`src/rtl/rf_pkg.sv`:
```
// Shared register-file constants and the write-port request record.
// Latency: none (declarations only).
// Backpressure: none (declarations only).
package rf_pkg;

  localparam int RF_ADDR_W = 3;
  localparam int RF_DATA_W = 16;
  localparam int RF_NREGS  = 8;

  // One pending register-file write, as held by a write-port output stage
  typedef struct packed {
    logic                 vld;
    logic [RF_ADDR_W-1:0] sel;
    logic [RF_DATA_W-1:0] dat;
  } rfWr_t;

  // Round-robin successor of a grant index, wrapping at nreq
  function automatic int rrNext(input int idx, input int nreq);
    return (idx + 1) % nreq;
  endfunction

endpackage

```
`src/rtl/rf_wr_arbiter_rr_arb_core.sv`:
```
// Round-robin grant generator: first asserted request at or after ptr, wrapping modulo NREQ.
// Latency: purely combinational, gnt/idx follow req/ptr/en in the same cycle.
// Backpressure: en=0 forces an all-zero grant; the caller owns the pointer register.
module rr_arb_core #(
  parameter int NREQ  = 3,
  parameter int IDX_W = $clog2(NREQ)
) (
  input  logic [NREQ-1:0]  req,
  input  logic [IDX_W-1:0] ptr,
  input  logic             en,
  output logic [NREQ-1:0]  gnt,
  output logic [IDX_W-1:0] idx
);

  logic             found;
  logic [IDX_W-1:0] cand;

  // Scan requesters starting at ptr and grant the first one that is valid
  always_comb begin
    gnt   = '0;
    idx   = '0;
    found = 1'b0;
    cand  = '0;
    for (int off = 0; off < NREQ; off++) begin
      cand = IDX_W'((int'(ptr) + off) % NREQ);
      if (en && !found && req[cand]) begin
        found     = 1'b1;
        gnt[cand] = 1'b1;
        idx       = cand;
      end
    end
  end

endmodule

```
`src/rtl/rf_wr_arbiter.sv`:
```
// Round-robin sharing of the single RF write port among NREQ producers; optional per-requester
// grant counters under RF_WR_ARB_PERF_CNT_EN. Latency: write hits the RF one cycle after handshake.
// Backpressure: wr_stall/flush withhold req_ready; wr_stall freezes the output stage and writeEn.
module rf_wr_arbiter
  import rf_pkg::*;
#(
  parameter int NREQ   = 3,
  parameter int DATA_W = RF_DATA_W,
  parameter int ADDR_W = RF_ADDR_W
) (
  input  logic                     clk,
  input  logic                     rst,
  input  logic [NREQ-1:0]          req_valid,
  input  logic [NREQ*ADDR_W-1:0]   req_sel,
  input  logic [NREQ*DATA_W-1:0]   req_data,
  output logic [NREQ-1:0]          req_ready,
  input  logic                     wr_stall,
  input  logic                     flush,
  output logic [ADDR_W-1:0]        writeRegSel,
  output logic [DATA_W-1:0]        writeData,
  output logic                     writeEn,
  output logic [(1<<ADDR_W)-1:0]   pending_mask
`ifdef RF_WR_ARB_PERF_CNT_EN
  ,
  output logic [NREQ*16-1:0]       grant_cnt
`endif
);

  localparam int PTR_W = $clog2(NREQ);

  logic              outVld;
  logic [ADDR_W-1:0] outSel;
  logic [DATA_W-1:0] outData;
  logic [PTR_W-1:0]  ptr;

  logic              canGrant;
  logic [NREQ-1:0]   gnt;
  logic [PTR_W-1:0]  gntIdx;
  logic              anyGnt;

  // Grants are only issued when the stage can accept a write; reset also blocks them so
  // req_ready reads zero while reset is held
  assign canGrant = ~wr_stall & ~flush & rst;

  rr_arb_core #(
    .NREQ  (NREQ),
    .IDX_W (PTR_W)
  ) u_rrArb (
    .req (req_valid),
    .ptr (ptr),
    .en  (canGrant),
    .gnt (gnt),
    .idx (gntIdx)
  );

  assign anyGnt    = |gnt;
  assign req_ready = gnt;

  // The held write drains whenever the port is not lent out
  assign writeEn     = outVld & ~wr_stall;
  assign writeRegSel = outSel;
  assign writeData   = outData;

  // Output stage: flush clears, a grant refills, a drained write without a refill empties
  always_ff @(posedge clk or negedge rst) begin
    if (!rst) begin
      outVld  <= 1'b0;
      outSel  <= '0;
      outData <= '0;
    end else if (flush) begin
      outVld <= 1'b0;
    end else if (anyGnt) begin
      outVld  <= 1'b1;
      outSel  <= req_sel[gntIdx*ADDR_W +: ADDR_W];
      outData <= req_data[gntIdx*DATA_W +: DATA_W];
    end else if (writeEn) begin
      outVld <= 1'b0;
    end
  end

  // Round-robin pointer moves just past the winner, and only on a grant
  always_ff @(posedge clk or negedge rst) begin
    if (!rst) begin
      ptr <= '0;
    end else if (anyGnt) begin
      ptr <= PTR_W'(rrNext(int'(gntIdx), NREQ));
    end
  end

  // Flag the destination still sitting in the stage so readers can see it is not committed yet
  always_comb begin
    pending_mask = '0;
    if (outVld) begin
      pending_mask[outSel] = 1'b1;
    end
  end

`ifdef RF_WR_ARB_PERF_CNT_EN
  logic [15:0] grantCnt [NREQ];

  for (genvar i = 0; i < NREQ; i++) begin : g_cnt
    // Saturating handshake count per requester, cleared by flush
    always_ff @(posedge clk or negedge rst) begin
      if (!rst) begin
        grantCnt[i] <= '0;
      end else if (flush) begin
        grantCnt[i] <= '0;
      end else if (gnt[i] && (grantCnt[i] != 16'hFFFF)) begin
        grantCnt[i] <= grantCnt[i] + 16'd1;
      end
    end

    assign grant_cnt[i*16 +: 16] = grantCnt[i];
  end
`endif

endmodule
```
`config.mk`:
```
export PLATFORM = sky130hd
export DESIGN_NAME = rf_wr_arbiter
export DESIGN_NICKNAME = d
export VERILOG_FILES = /design/src/rtl/rf_pkg.sv /design/src/rtl/rf_wr_arbiter_rr_arb_core.sv /design/src/rtl/rf_wr_arbiter.sv
export SDC_FILE = /design/constraint.sdc
export NUM_CORES = 1
export LEC_CHECK = 0
export BUFFER_PORTS_ARGS = -buffer_cell sky130_fd_sc_hd__clkbuf_2
export CAP_MARGIN = 20
export CORE_ASPECT_RATIO = 1.1
export CORE_MARGIN = 1.5
export CORE_UTILIZATION = 40
export CTS_BUF_LIST = sky130_fd_sc_hd__clkbuf_4 sky130_fd_sc_hd__clkbuf_8
export CTS_CLUSTER_DIAMETER = 100
export DETAILED_ROUTE_END_ITERATION = 10
export PLACE_DENSITY = 0.73
export SLEW_MARGIN = 10
export SYNTH_ARGS = -nofsm -noshare
export SYNTH_HDL_FRONTEND = slang
export SYNTH_SLANG_ARGS = --single-unit
```
`constraint.sdc`:
```
create_clock -name clk -period 6 [get_ports clk]
set_input_delay 0 -clock clk [delete_from_list [all_inputs] [get_ports clk]]
set_output_delay 0 -clock clk [all_outputs]
set_load 0.05 [all_outputs]
```
# ---- Word level (Yosys, flattened, before mapping)
# Cells that the tools add are included.
dict set report op_classes {
  shift 2
  n_mul 1
  div 4
  n_mux 26
  n_bitwise 7
  add_sub_neg 3
  order_cmp 8
  n_reduce_logical 14
}
# op n
set op_table {}
lappend op_table {{$mod A32 B3 Y32 const B} 3}
lappend op_table {{$shiftx A48 B7 Y16} 1}
lappend op_table {{$mod A3 B3 Y32 const B} 1}
lappend op_table {{$mux W1} 12}
lappend op_table {{$logic_and A1 B1 Y1} 9}
lappend op_table {{$lt A2 B3 Y1 const B} 3}
lappend op_table {{$mux W3} 3}
lappend op_table {{$shiftx A9 B5 Y3} 1}
lappend op_table {{$mux W8} 1}
lappend op_table {{$add A2 B1 Y3 const B} 2}
lappend op_table {{$bmux W1 S2} 3}
lappend op_table {{$demux W1 S2} 3}
lappend op_table {{$ge A2 B1 Y1 const B} 3}
lappend op_table {{$mux W2} 3}
lappend op_table {{$or A3 B3 Y3} 2}
lappend op_table {{$lt A3 B4 Y1 const B} 1}
lappend op_table {{$mul A2 B2 Y4 const B} 1}
lappend op_table {{$add A2 B2 Y3 const B} 1}
lappend op_table {{$and A1 B1 Y1} 3}
lappend op_table {{$demux W1 S3} 1}
lappend op_table {{$ge A3 B1 Y1 const B} 1}
lappend op_table {{$reduce_bool A3 Y1} 1}
lappend op_table {{$reduce_or A3 Y1} 1}
lappend op_table {{$logic_not A1 Y1} 2}
lappend op_table {{2 further kinds} 3}
dict set report word_totals {
  ff_bits 22
  wordCells 69
  in_bits 64
  output_inout_bits 31
}

# ---- Depth between registers and ports, before layout
dict set report logic_depth {
  word_depth 16
  ltp_mapped 10
  ltp_nobuf 8
}

# ---- By module
# A second synthesis with hierarchy kept.
dict set report unflattened {
  cells_unflattened 150
  hier_area_um2 1654.1
}
# mod area_each_um2 cells_each seq_area_each_um2 n_inst
set by_module_without_submodules {}
lappend by_module_without_submodules {rf_wr_arbiter 1361.3 110 550.5 1}
lappend by_module_without_submodules {rr_arb_core 292.8 40 0.0 1}

# ---- Least setup slack after synthesis
# No wires, ideal clock.
dict set report synth_timing {
  path_type {register -> register}
  start {register ptr[1]}
  end {register outData[0], in the netlist writeData[0]}
  stages_incl_launch_ff 10
  setup_ps 125
  period_less_slack_ps 2674
  path_buffers 1
  t_required_ps 5875
  arrival_time_ps 2549
  setup_slack_ps 3326
  cell_sequence {dfrtp_1 -> inv_1 -> ha_1 -> mux2_2 -> o32ai_2 -> nand2_1 -> a31oi_2 -> a2111oi_4 -> buf_6 -> mux2_4}
}
dict set report synth_between {
  elab_chain_cells 15
  word_cells_on_any_way 46
  cone_classes {2 x add/sub; 3 x div; 6 x order compare; 1 x shift; 20 x mux; 2 x bitwise; 12 x reduce/logical}
}
# element line_no
set synth_rtl {}
lappend synth_rtl {{start: declaration} rf_wr_arbiter.sv:34} ;# logic [PTR_W-1:0] ptr;
lappend synth_rtl {{start signal: assignment} rf_wr_arbiter.sv:86} ;# ptr <= PTR_W'(rrNext(int'(gntIdx), NREQ));
lappend synth_rtl {{parallel branches: the longest is 12 deep, another holds $mod A32 B3 Y32} --}
lappend synth_rtl {{$mux W3 *} rf_wr_arbiter_rr_arb_core.sv:26} ;# if (en && !found && req[cand]) begin
lappend synth_rtl {{named net req_ready[1]} rf_wr_arbiter.sv:16} ;# output logic [NREQ-1:0] req_ready,
lappend synth_rtl {{$reduce_or A3 Y1 *} rf_wr_arbiter.sv:56} ;# assign anyGnt = |gnt;
lappend synth_rtl {{$reduce_and A2 Y1 (no line) *} --}
lappend synth_rtl {{end signal: assignment} rf_wr_arbiter.sv:75} ;# outData <= req_data[gntIdx*DATA_W +: DATA_W];
lappend synth_rtl {{end: declaration} rf_wr_arbiter.sv:33} ;# logic [DATA_W-1:0] outData;
# Mark *: on every way through the listed nets, which the timed path passes. The select of a mux whose other input is x is not followed.
# A chain may end at the register's enable or synchronous reset.

# ---- Final worst setup path
dict set report layout_timing {
  start {input rst}
  end {register outData[15], in the netlist writeData[15]}
}
dict set report layout_between {
  elab_chain_cells 13
  word_cells_on_any_way 21
  cone_classes {1 x shift; 8 x mux; 3 x bitwise; 9 x reduce/logical}
}
# element line_no
set layout_rtl {}
lappend layout_rtl {{start: declaration} rf_wr_arbiter.sv:12} ;# input logic rst,
lappend layout_rtl {{$and A1 B1 Y1 *} rf_wr_arbiter.sv:43} ;# assign canGrant = ~wr_stall & ~flush & rst;
lappend layout_rtl {{parallel branches: the longest is 12 deep, another holds $shiftx A48 B7 Y16} --}
# Mark *: on every way between the ends.

==> impl_metrics.py <==
metrics = {
    "grt": {
        "grt_pass1_wl_mm": 6.76,
        "grt_overflow_total": 0,
        "track_usage_pct": 17.9,
        "antenna_found_initial": 0,
        "grt_max_degree": 25,
        "grt_pass1_vias": 1567,
    },
    "worst_setup_path": {
        "criticalPathCategory": "in -> reg",
        "worstPathMaxFanout": 24,
        "cp.required_ns": 6.14,
        "setup.worst_path.start_class": "input port",
        "end_kind": "flip-flop",
        "regToRegSetupSlack_ns": 3.01,
        "arrival_ns": 3.21,
    },
    "synthesis": {
        "yosys_warnings": 0,
        "syn-num-nets": 252,
        "synth-async-reset-ratio_pct": 100,
        "ys_ff_latch": 22,
        "synth_cells": 184,
        "synth_edf_count": 0,
        "syn_area_per_cell_um2": 9.35,
        "ys_types": 35,
        "postSynth.topFlopCell": "dfrtp_1",
        "ys_seq_area_share_pct": 32.0,
        "syn_area_um2": 1720,
    },
    "layout": {
        "drive_gt1_share_pct": 47.5,
        "syn2layout_area_growth_pct": 31.3,
        "final_cells": 328,
        "antenna_cells": 0,
        "nets": 346,
        "fillCellCount": 396,
        "final_cell_area_um2": 2260,
    },
    "floorplanning": {
        "die_area_um2": 4700,
        "ios": 95,
        "start_util_pct": 42.4,
        "num_rows": 24,
        "die_w_um": 65.5,
        "core_area_um2": 4050,
        "die_h_um": 71.8,
    },
    "timing": {
        "fin_crit_ns": 3.07,
        "hold_ws_ns": 0.0198,
        "final.setup.tns_ns": 0,
        "finClkSkew_ns": 0.000574,
        "min_period_over_period_pct": 51.1,
        "worst_pin_slew_ns": 0.734,
        "grt_setup_unrepaired": "no",
        "drv_slew": 0,
        "slew_headroom_pct": 50.9,
        "final-setup-viol-count": 0,
        "max_freq_ghz": 0.326,
        "hold_viol": 0,
    },
    "clocking": {
        "cts_tree": "built",
        "clk_pin_slew_worst_paths_ns": 0.08,
        "cts_resized": 0,
        "cts_made_buffers": 3,
        "cts_max_level": 1,
        "clk_latency_ns": 0.25,
        "cts.path.max_buffers": 2,
        "clkSinkCount": 22,
        "post_cts_buffers": 0,
        "clock-root-buffer": "clkbuf_8",
    },
    "placement": {
        "hpwl_mm": 3.37,
        "io_buffers": 94,
        "placedCellCount": 324,
        "placed_area_um2": 2210,
        "gp_congestion": 0.810,
    },
    "drt": {
        "drc_errors": 0,
        "firstDrtPassIters": 4,
        "drt-total-wl_mm": 4.15,
        "drt_iter0_markers": 49,
        "wl_per_cell_um": 12.6,
        "vias": 1616,
        "vias_per_cell": 4.93,
        "ant_nets": 0,
    },
    "pwr": {
        "ir_drop_v": 0.000265,
        "power_density_nw_per_um2": 470,
        "finalPower_mw": 1.06,
        "leakagePower_nw": 1.27,
    },
    "run_status": {
        "status": "finished clean",
    },
    "min_path": {
        "hold_class": "in -> reg",
    },
    "run": {
        "max_cap_violations": 0,
    },
}
==> synth_stat cells (all sizes together) (2+ instances only) <==
library cell	n	area, um^2
o221ai	19	166
o21ai	2	13.8
dfrtp	22	551
inv	41	154
ha	4	50.1
mux2i	5	50.1
nand2	25	93.8
mux2	20	263
nor3	3	15.0
buf	9	70.1
o21a	2	30.0
nor2	7	26.3
nor3b	2	26.3
nand2b	3	18.8
nand3b	4	30.0
and2b	2	17.5
==> layout make-up <==
class	instances	area [um^2]	share of cell area [%]
multi-input combinational	112	946	41.9
sequential	22	551	24.4
tap	52	65.1	2.88
timing repair buffer	98	503	22.3
clock buffer	3	41.3	1.83
inverter	41	154	6.81
==> layer usage <==
layer	part of all wire, %	global-route usage, %	vias to the layer above
met5	0	0	-
met4	0.60	4.17	0
met3	5.4	3.30	2
met2	53	33.0	53
met1	41	21.4	754
li1	-	-	807
==> kinds of logic (layout without fill, tap and decap cells) <==
group                    after synthesis  after routing  share of synthesized area [%]
AND/OR/NAND/NOR                       50             50                           14.8
flip-flops                            22             22                           32.0
buffers and inverters                 50            142                           13.0
multiplexers                          25             25                           18.2
AO/OA/AOI/OAI                         33             33                           19.1
adder cells (fa/ha/maj)                4              4                           2.91
==> layout by cell type, fill, tap and decap left out, drive strengths merged, types with 2 or more instances in the layout <==
master and n:
clkbuf 97, inv 41, nand2 25, dfrtp 22, mux2 20, o221ai 19, nor2 7, mux2i 5
nand3b 4, ha 4, nand2b 3, nor3 3, buf 3, and2b 2, o21a 2, nor3b 2
o21ai 2
==> what timing repair did <==
item	4_1_cts	5_1_grt
hold buffers	1	0
endpoints found under the setup margin	0	0
hold endpoints to repair	22	0
==> metrics by stage <==
step	setup slack (ns)	util [%]
after CTS	2.87	55.7
after detailed placement	2.99	54.5
after floorplan	3.33	-
after global routing	2.64	55.7
after global placement	3.09	54.5
final	2.93	55.7
==> final timing paths <==
path / to / depth (start not counted) / startpoint
max: writeData[15]$_DFFE_PN0P_ / 10 / rst
min: outVld$_DFFE_PN0P_ / 3 / wr_stall
max reg2reg: writeData[15]$_DFFE_PN0P_ / 9 / ptr[1]$_DFFE_PN0P_
min reg2reg: writeData[2]$_DFFE_PN0P_ / 1 / writeData[2]$_DFFE_PN0P_
max in group asynchronous: writeData[15]$_DFFE_PN0P_ / 2 / rst
min in group asynchronous: writeData[10]$_DFFE_PN0P_ / 2 / rst
==> power by group <==
part,internal [mW],switching (mW)
registers,0.222,0.0530
logic,0.243,0.454
clock network,0.0447,0.0452
total,0.509,0.553
==> flip-flops by register name, indices dropped and copies added (netlist names) <==
signal	flops
writeData	16
writeRegSel	3
ptr	2
outVld	1
==> worst max-delay path, stage by stage <==
cell	delay [ns]
dlygate4sd3_1	0.52
clkbuf_2	0.46
or3b_1	0.54
nor3_1	0.18
o2bb2ai_1	0.13
buf_4	0.24
o21bai_1	0.38
buf_4	0.30
o221ai_1	0.15
mux2_2	0.28
No activity file was read; power rests on OpenSTA's default activity.
